File: src/rtl/bridge_pkg.sv
// Shared AHB-to-APB bridge types: AHB encodings, ctrl FIFO entry,
// APB-side FSM states and the APB4 strobe helper.
package bridge_pkg;

  localparam int HADDR_W = 8;
  localparam int HDATA_W = 32;

  typedef enum logic [1:0] {
    HTRANS_IDLE   = 2'b00,
    HTRANS_BUSY   = 2'b01,
    HTRANS_NONSEQ = 2'b10,
    HTRANS_SEQ    = 2'b11
  } htrans_t;

  typedef enum logic [2:0] {
    HBURST_SINGLE = 3'b000,
    HBURST_INCR   = 3'b001,
    HBURST_WRAP4  = 3'b010,
    HBURST_INCR4  = 3'b011,
    HBURST_WRAP8  = 3'b100,
    HBURST_INCR8  = 3'b101,
    HBURST_WRAP16 = 3'b110,
    HBURST_INCR16 = 3'b111
  } hburst_t;

  typedef enum logic [2:0] {
    HSIZE_BYTE  = 3'b000,
    HSIZE_HALF  = 3'b001,
    HSIZE_WORD  = 3'b010,
    HSIZE_DWORD = 3'b011,
    HSIZE_4W    = 3'b100,
    HSIZE_8W    = 3'b101,
    HSIZE_16W   = 3'b110,
    HSIZE_32W   = 3'b111
  } hsize_t;

  typedef struct packed {
    logic                hwrite;
    htrans_t             htrans;
    hburst_t             hburst;
    hsize_t              hsize;
    logic [HADDR_W-1:0]  haddr;
  } ctrl_entry_t;

  typedef enum logic [2:0] {
    ST_IDLE,
    ST_WDATA_WAIT,
    ST_SETUP,
    ST_ACCESS,
    ST_RPUSH_WAIT
  } apb_state_t;

  function automatic logic [3:0] pstrb_gen(
    input logic       hwrite,
    input logic [2:0] hsize,
    input logic [1:0] addr
  );
    logic [3:0] s;
    s = 4'b1111;
    if (!hwrite)
      s = 4'b0000;
    else if (hsize == HSIZE_BYTE)
      s = 4'b0001 << addr;
    else if (hsize == HSIZE_HALF)
      s = 4'b0011 << {addr[1], 1'b0};
    return s;
  endfunction

endpackage

File: src/rtl/apb_master_if.sv
// APB3/APB4 bus between the bridge master and a completer.
interface apb_master_if #(
  parameter int AW = 8,
  parameter int DW = 32
);
  logic          PSEL;
  logic          PENABLE;
  logic          PWRITE;
  logic [AW-1:0] PADDR;
  logic [DW-1:0] PWDATA;
  logic [3:0]    PSTRB;
  logic [DW-1:0] PRDATA;
  logic          PREADY;
  logic          PSLVERR;

  modport master (
    output PSEL, PENABLE, PWRITE, PADDR,
    output PWDATA, PSTRB,
    input  PRDATA, PREADY, PSLVERR
  );

  modport slave (
    input  PSEL, PENABLE, PWRITE, PADDR,
    input  PWDATA, PSTRB,
    output PRDATA, PREADY, PSLVERR
  );
endinterface

File: src/rtl/apb_master.sv
// APB half of the AHB-to-APB bridge: one APB transfer per ctrl FIFO
// beat, write data from the wdata FIFO, read data into the rdata FIFO.
module apb_master
  import bridge_pkg::*;
#(
  parameter int haddrWidth = 8,
  parameter int hdataWidth = 32,
  localparam int CTRL_W = 1 + 2 + 3 + 3 + haddrWidth
) (
  input  logic                  HCLK,
  input  logic                  HRESET,
  input  logic                  ctrl_empty,
  input  logic [CTRL_W-1:0]     ctrl_rdata,
  output logic                  ctrl_ren,
  input  logic                  ahb_data_empty,
  input  logic [hdataWidth-1:0] ahb_data_rdata,
  output logic                  ahb_data_ren,
  input  logic                  apb_data_full,
  output logic                  apb_data_wen,
  output logic [hdataWidth-1:0] apb_data_wdata,
  apb_master_if.master          apb,
  output logic                  slverr_pulse
);

  apb_state_t state, state_n;

  logic                  c_write;
  logic [2:0]            c_size;
  logic [haddrWidth-1:0] c_addr;
  logic                  unused_ctrl;

  assign c_write = ctrl_rdata[CTRL_W-1];
  assign c_size  = ctrl_rdata[haddrWidth +: 3];
  assign c_addr  = ctrl_rdata[haddrWidth-1:0];
  // HTRANS/HBURST are ignored: each entry is already a single beat
  assign unused_ctrl = ^ctrl_rdata[haddrWidth+3 +: 5];

  logic                  pwrite_q;
  logic [haddrWidth-1:0] paddr_q;
  logic [hdataWidth-1:0] pwdata_q;
  logic [3:0]            pstrb_q;
  logic [hdataWidth-1:0] rdata_q;
  logic                  slverr_q;

  logic done;
  logic direct;
  logic hold_rd;

  assign done = (state == ST_ACCESS) && apb.PREADY;

  always_comb begin
    state_n      = state;
    ctrl_ren     = 1'b0;
    ahb_data_ren = 1'b0;
    apb_data_wen = 1'b0;
    direct       = 1'b0;
    hold_rd      = 1'b0;
    unique case (state)
      ST_IDLE: begin
        if (!ctrl_empty) begin
          ctrl_ren = 1'b1;
          state_n  = c_write ? ST_WDATA_WAIT : ST_SETUP;
        end
      end
      ST_WDATA_WAIT: begin
        if (!ahb_data_empty) begin
          ahb_data_ren = 1'b1;
          state_n      = ST_SETUP;
        end
      end
      ST_SETUP: state_n = ST_ACCESS;
      ST_ACCESS: begin
        if (apb.PREADY) begin
          if (pwrite_q) begin
            state_n = ST_IDLE;
          end else if (!apb_data_full) begin
            apb_data_wen = 1'b1;
            direct       = 1'b1;
            state_n      = ST_IDLE;
          end else begin
            hold_rd = 1'b1;
            state_n = ST_RPUSH_WAIT;
          end
        end
      end
      ST_RPUSH_WAIT: begin
        if (!apb_data_full) begin
          apb_data_wen = 1'b1;
          state_n      = ST_IDLE;
        end
      end
      default: state_n = ST_IDLE;
    endcase
  end

  always_ff @(posedge HCLK or posedge HRESET) begin
    if (HRESET) state <= ST_IDLE;
    else        state <= state_n;
  end

  always_ff @(posedge HCLK or posedge HRESET) begin
    if (HRESET) begin
      pwrite_q <= 1'b0;
      paddr_q  <= '0;
      pwdata_q <= '0;
      pstrb_q  <= '0;
      rdata_q  <= '0;
      slverr_q <= 1'b0;
    end else begin
      if (ctrl_ren) begin
        pwrite_q <= c_write;
        paddr_q  <= c_addr;
        pstrb_q  <= pstrb_gen(c_write, c_size, c_addr[1:0]);
      end
      if (ahb_data_ren)
        pwdata_q <= ahb_data_rdata;
      if (hold_rd)
        rdata_q <= apb.PRDATA;
      slverr_q <= done && apb.PSLVERR;
    end
  end

  // Read data bypasses the hold register when the FIFO has room
  assign apb_data_wdata = direct ? apb.PRDATA : rdata_q;
  assign slverr_pulse   = slverr_q;

  assign apb.PSEL    = (state == ST_SETUP) || (state == ST_ACCESS);
  assign apb.PENABLE = (state == ST_ACCESS);
  assign apb.PWRITE  = pwrite_q;
  assign apb.PADDR   = paddr_q;
  assign apb.PWDATA  = pwdata_q;
  assign apb.PSTRB   = pstrb_q;

endmodule

File: src/flat_wrapper.sv
// flat-port wrapper written by rule: the top's interface ports become plain ports
module apb_master_flat import bridge_pkg::*;
#(
  parameter int haddrWidth = 8,
  parameter int hdataWidth = 32,
  localparam int CTRL_W = 1 + 2 + 3 + 3 + haddrWidth
)
  (HCLK, HRESET, ctrl_empty, ctrl_rdata, ctrl_ren, ahb_data_empty, ahb_data_rdata, ahb_data_ren, apb_data_full, apb_data_wen, apb_data_wdata, slverr_pulse, apb_PSEL, apb_PENABLE, apb_PWRITE, apb_PADDR, apb_PWDATA, apb_PSTRB, apb_PRDATA, apb_PREADY, apb_PSLVERR);
  apb_master_if #(.AW((8)), .DW((32))) apb_i ();
  input  logic HCLK;
  input  logic HRESET;
  input  logic ctrl_empty;
  input  logic [CTRL_W-1:0] ctrl_rdata;
  output logic ctrl_ren;
  input  logic ahb_data_empty;
  input  logic [hdataWidth-1:0] ahb_data_rdata;
  output logic ahb_data_ren;
  input  logic apb_data_full;
  output logic apb_data_wen;
  output logic [hdataWidth-1:0] apb_data_wdata;
  output logic slverr_pulse;
  output wire logic [$bits(apb_i.PSEL)-1:0] apb_PSEL;
  output wire logic [$bits(apb_i.PENABLE)-1:0] apb_PENABLE;
  output wire logic [$bits(apb_i.PWRITE)-1:0] apb_PWRITE;
  output wire logic [$bits(apb_i.PADDR)-1:0] apb_PADDR;
  output wire logic [$bits(apb_i.PWDATA)-1:0] apb_PWDATA;
  output wire logic [$bits(apb_i.PSTRB)-1:0] apb_PSTRB;
  input wire logic [$bits(apb_i.PRDATA)-1:0] apb_PRDATA;
  input wire logic [$bits(apb_i.PREADY)-1:0] apb_PREADY;
  input wire logic [$bits(apb_i.PSLVERR)-1:0] apb_PSLVERR;
  assign apb_PSEL = apb_i.PSEL;
  assign apb_PENABLE = apb_i.PENABLE;
  assign apb_PWRITE = apb_i.PWRITE;
  assign apb_PADDR = apb_i.PADDR;
  assign apb_PWDATA = apb_i.PWDATA;
  assign apb_PSTRB = apb_i.PSTRB;
  assign apb_i.PRDATA = apb_PRDATA;
  assign apb_i.PREADY = apb_PREADY;
  assign apb_i.PSLVERR = apb_PSLVERR;
  apb_master #(.haddrWidth(haddrWidth), .hdataWidth(hdataWidth)) u_core (.HCLK(HCLK), .HRESET(HRESET), .ctrl_empty(ctrl_empty), .ctrl_rdata(ctrl_rdata), .ctrl_ren(ctrl_ren), .ahb_data_empty(ahb_data_empty), .ahb_data_rdata(ahb_data_rdata), .ahb_data_ren(ahb_data_ren), .apb_data_full(apb_data_full), .apb_data_wen(apb_data_wen), .apb_data_wdata(apb_data_wdata), .apb(apb_i), .slverr_pulse(slverr_pulse));
endmodule
File: config.mk
export PLATFORM = sky130hd
export DESIGN_NAME = apb_master_flat
export DESIGN_NICKNAME = d
export VERILOG_FILES = /design/src/rtl/bridge_pkg.sv /design/src/rtl/apb_master_if.sv /design/src/rtl/apb_master.sv /design/src/flat_wrapper.sv
export SDC_FILE = /design/constraint.sdc
export NUM_CORES = 1
export LEC_CHECK = 0
export CORE_AREA = 4 4 107 99
export DETAILED_ROUTE_END_ITERATION = 12
export DIE_AREA = 0 0 111 103
export GPL_ROUTABILITY_DRIVEN = 0
export PLACE_DENSITY = 0.76
export SYNTH_ARGS = -nofsm -noshare
export SYNTH_HDL_FRONTEND = slang
export SYNTH_SLANG_ARGS = --single-unit
export TNS_END_PERCENT = 1
File: constraint.sdc
create_clock -name HCLK -period 7.2 [get_ports HCLK]
set_clock_uncertainty 0.1 [all_clocks]
set_input_delay 1.08 -clock HCLK [delete_from_list [all_inputs] [get_ports HCLK]]
set_output_delay 1.08 -clock HCLK [all_outputs]
set_load 0.01 [all_outputs]
---- Word-level counts from Yosys, hierarchy flattened ----
Index checks and enable logic that the tools add are counted.
storage, ports and cells
  bits in registers ....................... 81
  output and inout port bits .............. 83
  logic and storage cells ................. 49
operators by class
  eq/ne operators ......................... 9
  shifts and indexed selects .............. 2
  multiplexer cells ....................... 25
  reduce and logical (&&, ||, !) cells .... 6
operators with widths
  operator                                               count
  2-to-1 mux 32 bit                                      1
  2-to-1 mux 3 bit                                       6
  case mux 3 bit (5 select lines)                        1
  2-to-1 mux 1 bit                                       12
  2-to-1 mux 4 bit                                       3
  equality test 3 x 1 -> 1 bit, second input constant    2
  equality test 3 x 2 -> 1 bit, second input constant    2
  zero test 3 bit                                        2
  inequality test 2 bit, second input constant           3
  AND reduction 4 bit                                    1
  left shift 1 x 2 -> 4 bit, first input constant        1
  left shift 2 x 2 -> 4 bit, first input constant        1
  equality test 3 bit, second input constant             1
  logical AND 1 bit                                      2
  2-to-1 mux 2 bit                                       1
  inequality test 2 x 1 -> 1 bit, second input constant  1
  case mux 1 bit (2 select lines)                        1
  logical OR 1 bit                                       1

---- Logic depth before layout (Yosys ltp) ----
Gate-level depths: netlist of the first run.
  depth after elaboration ................. 5
  gate-level depth with buffers ........... 6
  depth with buffers taken out ............ 4

---- Least setup slack after synthesis of the first run ----
No wires, ideal clock.
  kind .................................... input to output
  from .................................... input port apb_PREADY
  to ...................................... output port apb_data_wdata[10]
  data arrival time ....................... 1993 ps
  data required time ...................... 6020 ps
  path slack .............................. 4027 ps
  stages .................................. 4
  path buffers ............................ 1
  path through ............................ and4b_1 nand2_1 buf_2 mux2_2
on the way
  longest elaborated chain between the ends .. 3
ends and longest elaborated chain
  what               line                RTL
  start, declared    flat_wrapper.sv:29  input wire logic [$bits(apb_i.PREADY)-1:0] apb_PREADY;
  2-to-1 mux 1 bit   apb_master.sv:73    if (apb.PREADY) begin
  2-to-1 mux 1 bit   apb_master.sv:58    unique case (state)
  2-to-1 mux 32 bit  apb_master.sv:124   assign apb_data_wdata = direct ? apb.PRDATA : rdata_q;
  end, declared      flat_wrapper.sv:20  output logic [hdataWidth-1:0] apb_data_wdata;
Every way passes these cells.

---- Worst setup path after layout of the first run ----
  from .................................... input port apb_PREADY
  to ...................................... output port apb_data_wdata[13]
The elaborated chain is that of the path after synthesis.

==> results of run 1 <==
[metrics by stage]
stage	util, %	setup WS [ns]
CTS	59.5	2.95
global route	59.5	2.84
floorplan	-	3.94
global placement	56.9	2.97
finish	59.5	2.97
detailed placement	56.9	2.96
[power by group]
part	switching [mW]	internal [mW]
Combinational	0.399	0.768
Clock	0.167	0.232
Sequential	0.129	0.680
[metal layers]
| layer | part of all wire (%) | vias to the layer above | GRT usage (%) |
|---|---|---|---|
| met3 | 6.7 | 15 | 4.69 |
| met2 | 47 | 96 | 24.9 |
| li1 | - | 1210 | - |
| met1 | 44 | 1244 | 18.8 |
| met4 | 1.8 | 0 | 5.59 |
| met5 | 0 | - | 0 |
[synth_stat cells]
| cell | instances |
|---|---|
| dfrtp_1 | 81 |
| mux2_2 | 67 |
| mux2_4 | 29 |
| nand2_1 | 25 |
| buf_6 | 7 |
| o21ai_0 | 7 |
| a22o_1 | 4 |
| buf_4 | 4 |
| inv_1 | 4 |
| nor2_1 | 4 |
| buf_2 | 3 |
| a211oi_1 | 2 |
| and2_1 | 2 |
| nor2b_1 | 2 |
| a21o_1 | 1 |
| a221oi_1 | 1 |
| a31o_2 | 1 |
| and2_4 | 1 |
| and3b_1 | 1 |
| and4b_1 | 1 |
| clkinv_8 | 1 |
| nor4b_4 | 1 |
| o21ai_1 | 1 |
| or2_2 | 1 |
| or4_4 | 1 |
[final timing paths]
kind | slack, ns | end | cells past startpoint | from
hold / removal | 0.38 | u_core.apb.PADDR[0] | 2 | u_core.apb.PADDR[0]
hold reg to reg | 0.38 | u_core.apb.PADDR[0] | 2 | u_core.apb.PADDR[0]
setup reg to reg | 4.85 | u_core.rdata_q[16] | 3 | u_core.state[2]
min in group asynchronous | 1.25 | u_core.apb.PWDATA[14] | 3 | HRESET
max in group asynchronous | 5.06 | u_core.apb.PWDATA[19] | 3 | HRESET
setup / recovery | 2.97 | apb_data_wdata[13] | 6 | apb_PREADY
[worst register-to-register path: cells and delay by family (launching register included)]
kind / cells / cell delay, ns
flops: 1 / 0.49
mux: 1 / 0.44
simple gates: 2 / 1.23
[placed cells by master (no fill, tap or decap), drive strengths merged, types with 2 or more instances in the layout]
cell / count
mux2: 96
a211oi: 2
o21ai: 8
dfrtp: 81
and2: 3
nand2: 25
buf: 3
a22o: 4
inv: 4
clkdlybuf4s50: 165
clkbuf: 10
nor2b: 2
bufinv: 3
nor2: 4
clkinv: 3
[sequential cells by signal (all words and copies together) (netlist names)]
signal and count:
u_core.apb.PWDATA 32, u_core.apb.PADDR 8, u_core.apb.PSTRB 4, u_core.state 3, u_core.rdata_q 32, u_core.slverr_pulse 1, u_core.apb.PWRITE 1
[kinds of logic (layout without fill, tap and decap cells)]
logic type | Yosys count | after routing | synth area share, %
compound gates | 17 | 17 | 3.12
buf+inv | 19 | 189 | 4.20
mux | 96 | 96 | 32.2
simple gates | 39 | 39 | 5.49
flops | 81 | 81 | 54.9
[area by class of cell]
class	count	area share (%)
multi-input cells	152	26.7
flip-flops and latches	81	35.9
clock buffers	10	2.26
repair buffers	168	29.7
well taps	126	2.79
clock inverters	6	2.04
inverters	5	0.576
==> impl_results.md, run 1 <==
- Status: finished, final reports clean
- Final Cell Area: 5640 um^2
- Syn Area/Cell: 14.6 um^2
- Row count: 34
- H-Tree Level Count: 3
- Largest delay share family, worst path: buffers and inverters
- First-pass GRT wire length: 13800 um
- Yosys Warn Count: 0
- Max Freq: 0.236 GHz
- Unique masters post-synth: 25
- Slowest cell delay on critical path: 0.48 ns
- Leakage: approximately 2.4 nW
- TNS Setup: 0 ns
- Final-report hold violation count: 0
- Design Power: 2.37 mW
- Vias in the first global route: 2745
- Area Growth Syn to Fin: 52.9%
- Maxcap violations: 0
- Slew @ Worst Pin: 1.02 ns
- Sequential area share after synthesis: between 50 and 60%
- Mapped Area: ~3700 um^2
- RSZ-0062 raised after global routing: no
- Clk root buf: clkbuf_8
- Final setup violation count: 0
- Pwr per Cell Area: around 420 nW/um^2
- Worst Setup End Kind: primary output
- Final wirelength: roughly 8700 um
- Worst EP required: 6.02 ns
- Clk sink count: 81
- Core area: between 9000 and 10000 um^2
- Vias: between 2000 and 3000
- Area share of the largest cell type after synthesis: 54.9%
- # IOs: roughly 170
- Dpl hpwl: 6260 um
- DR iter-0 viols: 81
- Synth Instances: 252
- Starting Density: 38.9%
- Fill cell total of the finished layout: between 700 and 800
- Worst skew pair latency: 0.33 ns
- CTS buffer count: 9
- Post-CTS Setup Inserts: 0
- Die Wd: 111 um
- Min cycle time layout: 4.23 ns
- Worst-path fanout max: 33
- Crit-path most repeated cell: clkdlybuf4s50_1
- Drt via density: 4.68
- Setup crit start kind: primary input
- CTS Hold Bufs: 0
- Total GRT Usage: 15.1%
- Final antenna-violating net count: 0
- Crit-path cells: clkdlybuf4s50_1, and4b_1, nand2_1, buf_4, mux2_2, clkdlybuf4s50_1
- Worst path arrival time: 3.05 ns
- FF/Latch Area: 2030 um^2
- Antenna Cells: 0
- Yosys reg bits: 81
- Die Y: between 100 and 150 um
- Worst VDD drop: about 0.00017 V
- Crit Path Class: primary input to primary output
- CTS tree: done
- Clk slew on worst S/H paths: 0.09 ns
- Synth area leaders: dfrtp_1 (55%), mux2_2 (20%), mux2_4 (12%), nand2_1 (2.5%), buf_6 (2.1%)
- Max-slew violations: 0
- Slowest stage cell, crit path: clkdlybuf4s50_1
- Worst path bufs/invs: 3
- Largest net degree at the start of global routing: 82
- Detailed-route DRC error count: 0
- Clock buffer depth: 2
- Post-synth top area cell: dfrtp_1
- Hold WS: just under 0.4 ns
- HP Class: flip-flop to flip-flop
- Slew margin rel.: 31.9%
- Fin cells: 548
- Area of the multi-input gates: 1510 um^2
- Post-cts sizing count: 0
- Fin crit share: 58.8%
- Buffers on Ports: 165
- WL/cell: 15.8 um
- Initial antenna violation count: 0
- Global route overflow: 0
- Dpl cell area: around 5400 um^2
- Net Count, Synth: 340
- # placed instances: 532
- Pre-antenna DRT Iters: 4
- Share of cells above drive strength 1: 28.9%
- NumNets Final: 505
- Overall die area: 11400 um^2
Note: power is estimated with default switching activity, not from simulation.
==> run 2, diff against run 1 <==
==> constraint.sdc (replaced) <==
create_clock -name HCLK -period 4.25 [get_ports HCLK]
set_clock_uncertainty 0.1 [all_clocks]
set_input_delay 0.6375 -clock HCLK [delete_from_list [all_inputs] [get_ports HCLK]]
set_output_delay 0.6375 -clock HCLK [all_outputs]
set_load 0.01 [all_outputs]
==> run 2 against run 1 <==
Hold slack improved by 0.0025 ns. Non-clock buffer count increased by 1. Die area unchanged. Global-route usage increased by 0.13 points. Highest routed layer unchanged. Combinational power increased by 69%. Flip-flop and latch count unchanged. First-iteration DRC count decreased by 9.9%. Register-to-register slack got worse by 3.0 ns. Critical path depth unchanged. Via count increased by 1.2%.
==> impl_results.md, run 2 (synthesis results as in run 1) <==
- Status: finished, final reports clean (unchanged)
- Row count: 34 (unchanged)
- Die Y: 103 um (unchanged)
- Final-report hold violation count: 0 (unchanged)
- Fin crit share: 78.9%
- Final wirelength: 8690 um (was 8650 um)
- # IOs: 171 (unchanged)
- Global route overflow: 0 (unchanged)
- CTS Hold Bufs: 0 (unchanged)
- Clock buffer depth: 2 (unchanged)
- Share of cells above drive strength 1: 29.1% (was 28.9%)
- TNS Setup: 0 ns (unchanged)
- Pre-CTS setup slack: 0.880 ns (was 2.96 ns)
- Worst EP required: 3.51 ns (was 6.02 ns)
- Worst Setup End Kind: primary output (unchanged)
- Starting Density: 38.9% (unchanged)
- HP Class: flip-flop to flip-flop (unchanged)
- Vias in the first global route: 2724 (was 2745)
- RSZ-0062 raised after global routing: no (unchanged)
- Initial antenna violation count: 0 (unchanged)
- First-pass GRT wire length: 13900 um (was 13800 um)
- Drt via density: 4.73 (was 4.68)
- Worst path arrival time: 2.62 ns (was 3.05 ns)
- Min cycle time layout: 3.35 ns
- Most frequent cells in the layout: clkdlybuf4s50_1 (165), dfrtp_1 (81), mux2_2 (67), mux2_4 (29), nand2_1 (25) (unchanged)
- WL/cell: 15.8 um (about the same)
- Commonest non-fill, non-tap cell in the layout: clkdlybuf4s50_1 (unchanged)
- CTS buffer count: 9 (unchanged)
- Max Freq: between 0.2 and 0.3 GHz
- Setup crit start kind: primary input (unchanged)
- CTS tree: done (unchanged)
- Worst-path fanout max: 33 (unchanged)
- Util after Layout: 59.3% (was 59.5%)
- Slew @ Worst Pin: 0.931 ns (was 1.02 ns)
- Post-CTS Setup Inserts: 0 (unchanged)
- Total GRT Usage: 15.2% (was 15.1%)
- Leakage: 2.39 nW (was 2.40 nW)
- Overall die area: 11400 um^2 (unchanged)
- Pwr per Cell Area: 703 nW/um^2 (was 421 nW/um^2)
- Clk root buf: clkbuf_8 (unchanged)
- Vias: 2595 (was 2565)
- Clk sink count: 81 (unchanged)
- Largest net degree at the start of global routing: 56 (was 82)
- Crit Path Class: primary input to primary output (unchanged)
- Antenna Cells: 0 (unchanged)
- Slew margin rel.: 37.9% (was 31.9%)
- Worst setup margin: 0.896 ns (was 2.97 ns)
- DR iter-0 viols: 73 (was 81)
- H-Tree Level Count: 3 (unchanged)
- Area Growth Syn to Fin: 52.5% (was 52.9%)
- Core area: 9490 um^2 (unchanged)
- Final antenna-violating net count: 0 (unchanged)
- Detailed-route DRC error count: 0 (unchanged)
- Final setup violation count: 0 (unchanged)
- Clk slew on worst S/H paths: 0.09 ns (about the same)
- Post-cts sizing count: 0 (unchanged)
- Die Wd: 111 um (unchanged)
- Worst VDD drop: 0.000302 V (was 0.000174 V)
- Max-slew violations: 0 (unchanged)
- Dpl hpwl: 6410 um (was 6260 um)
- NumNets Final: 506 (was 505)
- Maxcap violations: 0 (unchanged)
- Worst skew pair latency: 0.33 ns (about the same)
- Buffers on Ports: 165 (unchanged)
- Pre-antenna DRT Iters: 4 (unchanged)
==> run 2: changes by cell type in the layout (fill, tap and decap cells not counted) <==
cell and change:
bufinv_16 -1, clkinv_4 +1, inv_6 -1, clkinvlp_4 +1
buf_4 +1
==> run 2: per-stage QoR <==
step	instances	total power [mW]	cell area, um^2	hold slack (ns)
floorplan	252	2.37	3690	0.375
global placement	533	3.33	5410	0.361
detailed placement	533	3.38	5410	0.367
CTS	549	4.01	5630	0.390
global route	549	4.20	5630	0.405
finish	549	3.95	5630	0.387
==> run 2: worst paths after layout <==
kind	slack, ns	end	from	depth (start not counted)
max reg2reg	1.81	u_core.rdata_q[23]	u_core.state[2]	4
max in group asynchronous	2.45	u_core.rdata_q[14]	HRESET	3
max	0.90	apb_data_wdata[4]	apb_PREADY	6
min reg2reg	0.39	u_core.apb.PADDR[7]	u_core.apb.PADDR[7]	2
min	0.39	u_core.apb.PADDR[7]	u_core.apb.PADDR[7]	2
min in group asynchronous	0.69	u_core.apb.PWDATA[21]	HRESET	2
==> run 2: final cells by class <==
class	count	area (um^2)
fill	788	3860
sequential	81	2030
timing repair buffer	169	1680
multi-input combinational	152	1510
tap	126	158
clock buffer	10	128
clock inverter	6	92.6
inverter	5	32.5
==> run 2: worst max-delay path, cell delays in order <==
cell and delay (ns):
clkdlybuf4s50_1 0.41, and4b_1 0.21, nand2_1 0.07, buf_4 0.38, mux2_2 0.39, clkdlybuf4s50_1 0.50
==> run 2: per-layer routing <==
| layer | vias to the layer above | share of wire (%) | track usage [%] |
|---|---|---|---|
| met5 | - | 0 | 0 |
| li1 | 1228 | - | - |
| met1 | 1261 | 43 | 19.0 |
| met2 | 95 | 49 | 25.6 |
| met4 | 0 | 1.2 | 4.92 |
| met3 | 11 | 6.8 | 4.58 |
==> run 2: power by group <==
group | switching, mW | internal [mW] | total (mW)
combinational | 0.681 | 1.30 | 1.98
sequential | 0.210 | 1.15 | 1.36
clock | 0.277 | 0.333 | 0.610
total | 1.17 | 2.79 | 3.95
==> run 3, diff against run 2 <==
==> constraint.sdc (replaced) <==
create_clock -name HCLK -period 3.3 [get_ports HCLK]
set_clock_uncertainty 0.1 [all_clocks]
set_input_delay 0.495 -clock HCLK [delete_from_list [all_inputs] [get_ports HCLK]]
set_output_delay 0.495 -clock HCLK [all_outputs]
set_load 0.01 [all_outputs]
==> run 3 against run 2 <==
Flip-flop and latch count unchanged. Routed wire length about the same. Die area stayed put. Hold slack got worse by 0.0043 ns. Highest routed layer unchanged. Global-route usage fell by 0.077 points. Critical path type is now flip-flop to primary output. Clock power grew 8.2%. Worst setup slack got worse by 0.52 ns. Sequential share of layout area about the same.
==> impl_results.md, run 3 (synthesis results as in run 1) <==
- Slew margin rel.: 46.4% (was 37.9%)
- Max Freq: about 0.34 GHz
- First-pass GRT wire length: 13900 um (about the same)
- Pwr per Cell Area: 886 nW/um^2 (was 703 nW/um^2)
- Vias: 2566 (was 2595)
- Share of cells above drive strength 1: 29.1% (unchanged)
- CTS tree: done (unchanged)
- Setup crit start kind: flip-flop (was primary input)
- Detailed-route DRC error count: 0 (unchanged)
- Worst Setup End Kind: primary output (unchanged)
- Fin crit share: 88.5%
- WL/cell: 15.8 um (about the same)
- Final wirelength: 8690 um (about the same)
- Slew @ Worst Pin: 0.804 ns (was 0.931 ns)
- Final antenna-violating net count: 0 (unchanged)
- Clk slew on worst S/H paths: 0.09 ns (about the same)
- Switching power: 1.52 mW (was 1.17 mW)
- Crit path from: u_core.state[2] (was apb_PREADY)
- Final-report hold violation count: 0 (unchanged)
- Worst-path fanout max: 33 (unchanged)
- Worst EP required: 2.70 ns (was 3.51 ns)
- # placed instances: 533 (unchanged)
- Worst R2R Setup Slack: 1.21 ns (was 1.81 ns)
- DR iter-0 viols: 55 (was 73)
- Status: finished, final reports clean (unchanged)
- CTS buffer count: 9 (unchanged)
- Core area: 9490 um^2 (unchanged)
- Area of the multi-input gates: 1510 um^2 (unchanged)
- Pre-antenna DRT Iters: 4 (unchanged)
- Internal Power: 3.47 mW (was 2.79 mW)
- Post-CTS Setup Inserts: 0 (unchanged)
- Design Power: 4.98 mW (was 3.95 mW)
- H-Tree Level Count: 3 (unchanged)
- Antenna Cells: 0 (unchanged)
- Maxcap violations: 0 (unchanged)
- Reg2Reg Launch Point: u_core.state[2] (unchanged)
- Fin cells: 549 (unchanged)
- Leakage: 2.38 nW (was 2.39 nW)
- Net Sw Frac: 30.5% (was 29.6%)
- RR Endpoint: u_core.rdata_q[16] (was u_core.rdata_q[23])
- Row count: 34 (unchanged)
- NumNets Final: 506 (unchanged)
- Final setup violation count: 0 (unchanged)
- Max-slew violations: 0 (unchanged)
- TNS Setup: 0 ns (unchanged)
- Die Wd: 111 um (unchanged)
- RSZ-0062 raised after global routing: no (unchanged)
- Stages on worst setup path: 5 (was 6)
- Worst reg-to-reg path cell count: 4 (unchanged)
- # IOs: 171 (unchanged)
- Clk pwr share: 13.2% (was 15.4%)
- Global route overflow: 0 (unchanged)
- Worst VDD drop: 0.000391 V (was 0.000302 V)
- Dpl hpwl: 6420 um (was 6410 um)
- Slowest cell delay on critical path: 0.52 ns (was 0.50 ns)
- Worst skew pair latency: 0.33 ns (about the same)
- Gate power share: 51.5% (was 50.1%)
- Crit-path cells: and4b_1, nand2_1, buf_12, mux2_2, clkdlybuf4s50_1 (was clkdlybuf4s50_1, and4b_1, nand2_1, buf_4, mux2_2, clkdlybuf4s50_1)
- Largest net degree at the start of global routing: 46 (was 56)
- Worst path bufs/invs: 2 (was 3)
- Fill cell total of the finished layout: 799 (was 788)
- FF/Latch Area: 2030 um^2 (unchanged)
- Starting Density: 38.9% (unchanged)
- Initial antenna violation count: 0 (unchanged)
- Slowest stage cell, crit path: dfrtp_1 (was clkdlybuf4s50_1)
- Worst path arrival time: 2.33 ns (was 2.62 ns)
- HP Class: flip-flop to flip-flop (unchanged)
- Post-cts sizing count: 0 (unchanged)
- Die Y: 103 um (unchanged)
- Total GRT Usage: 15.1% (was 15.2%)
- Buffers on Ports: 165 (unchanged)
- Hold WS: 0.383 ns (was 0.387 ns)
- Clk root buf: clkbuf_8 (unchanged)
- Drt via density: 4.67 (was 4.73)
- Vias in the first global route: 2738 (was 2724)
- Crit Path Class: flip-flop to primary output (was primary input to primary output)
- Area Growth Syn to Fin: 52.5% (about the same)
- Overall die area: 11400 um^2 (unchanged)
- Register share of total power: 35.2% (was 34.4%)
- Capture point of the critical path: apb_data_wdata[6] (was apb_data_wdata[4])
- Clock buffer depth: 2 (unchanged)
- Commonest non-fill, non-tap cell in the layout: clkdlybuf4s50_1 (unchanged)
- Most frequent cells in the layout: clkdlybuf4s50_1 (165), dfrtp_1 (81), mux2_2 (67), mux2_4 (29), nand2_1 (25) (unchanged)
- CTS Hold Bufs: 0 (unchanged)
- Min cycle time layout: between 2 and 3 ns
- Clk sink count: 81 (unchanged)
- Largest delay share family, worst path: buffers and inverters (unchanged)
-- run 3: cell types whose count changed in the layout (fill, tap and decap cells not counted) --
| cell | before | now |
|---|---|---|
| clkinvlp_4 | 2 | 3 |
| buf_4 | 4 | 1 |
| clkbuf_8 | 9 | 10 |
| inv_6 | 0 | 1 |
| clkinv_4 | 2 | 1 |
| buf_12 | 0 | 3 |
| bufinv_16 | 2 | 0 |
-- run 3: power by group through the flow --
| stage | logic (mW) | registers, mW | clock network, mW |
|---|---|---|---|
| finish | 2.57 | 1.76 | 0.660 |
| global route | 2.74 | 1.82 | 0.730 |
| CTS | 2.61 | 1.76 | 0.686 |
| detailed placement | 2.60 | 1.77 | 0 |
| global placement | 2.55 | 1.75 | 0 |
| floorplan | 1.21 | 1.84 | 0 |
-- run 3: worst min-delay path by stage --
stage / start / to / slack [ns] / cells after the start
finish: u_core.apb.PADDR[3] / u_core.apb.PADDR[3] / 0.38 / 2
global route: u_core.apb.PADDR[5] / u_core.apb.PADDR[5] / 0.41 / 2
CTS: u_core.apb.PADDR[3] / u_core.apb.PADDR[3] / 0.39 / 2
detailed placement: u_core.apb.PADDR[3] / u_core.apb.PADDR[3] / 0.37 / 2
global placement: u_core.apb.PADDR[5] / u_core.apb.PADDR[5] / 0.36 / 2
floorplan: u_core.rdata_q[16] / u_core.rdata_q[16] / 0.37 / 1
-- run 3: layout make-up --
| cell class | count | area share (%) |
|---|---|---|
| Tap cell | 126 | 2.80 |
| Sequential cell | 81 | 36.0 |
| Clock inverter | 5 | 0.712 |
| Clock buffer | 11 | 2.51 |
| Multi-Input combinational cell | 152 | 26.8 |
| Inverter | 5 | 0.578 |
| Timing Repair Buffer | 169 | 30.6 |
-- run 3: metrics by stage --
stage | instance area [um^2] | util, % | worst slack, ns
2_1_floorplan | 3690 | - | 0.625
3_3_place_gp | 5450 | 57.4 | 0.392
3_5_place_dp | 5450 | 57.4 | 0.378
4_1_cts | 5630 | 59.3 | 0.345
5_1_grt | 5630 | 59.3 | 0.279
6_report | 5630 | 59.3 | 0.380
-- run 3: metal layers --
layer | global-route usage [%] | vias to the layer above | share of wire (%)
met1 | 18.7 | 1255 | 43
met2 | 26.4 | 89 | 50
met5 | 0 | - | 0
li1 | - | 1216 | -
met4 | 4.26 | 0 | 0.75
met3 | 4.11 | 6 | 6.3
-- run 3: worst register-to-register path, stage by stage (launching register included) --
cell and delay, ns:
dfrtp_1 0.49, and4b_1 0.34, and3b_2 0.42, buf_12 0.27
mux2_2 0.36
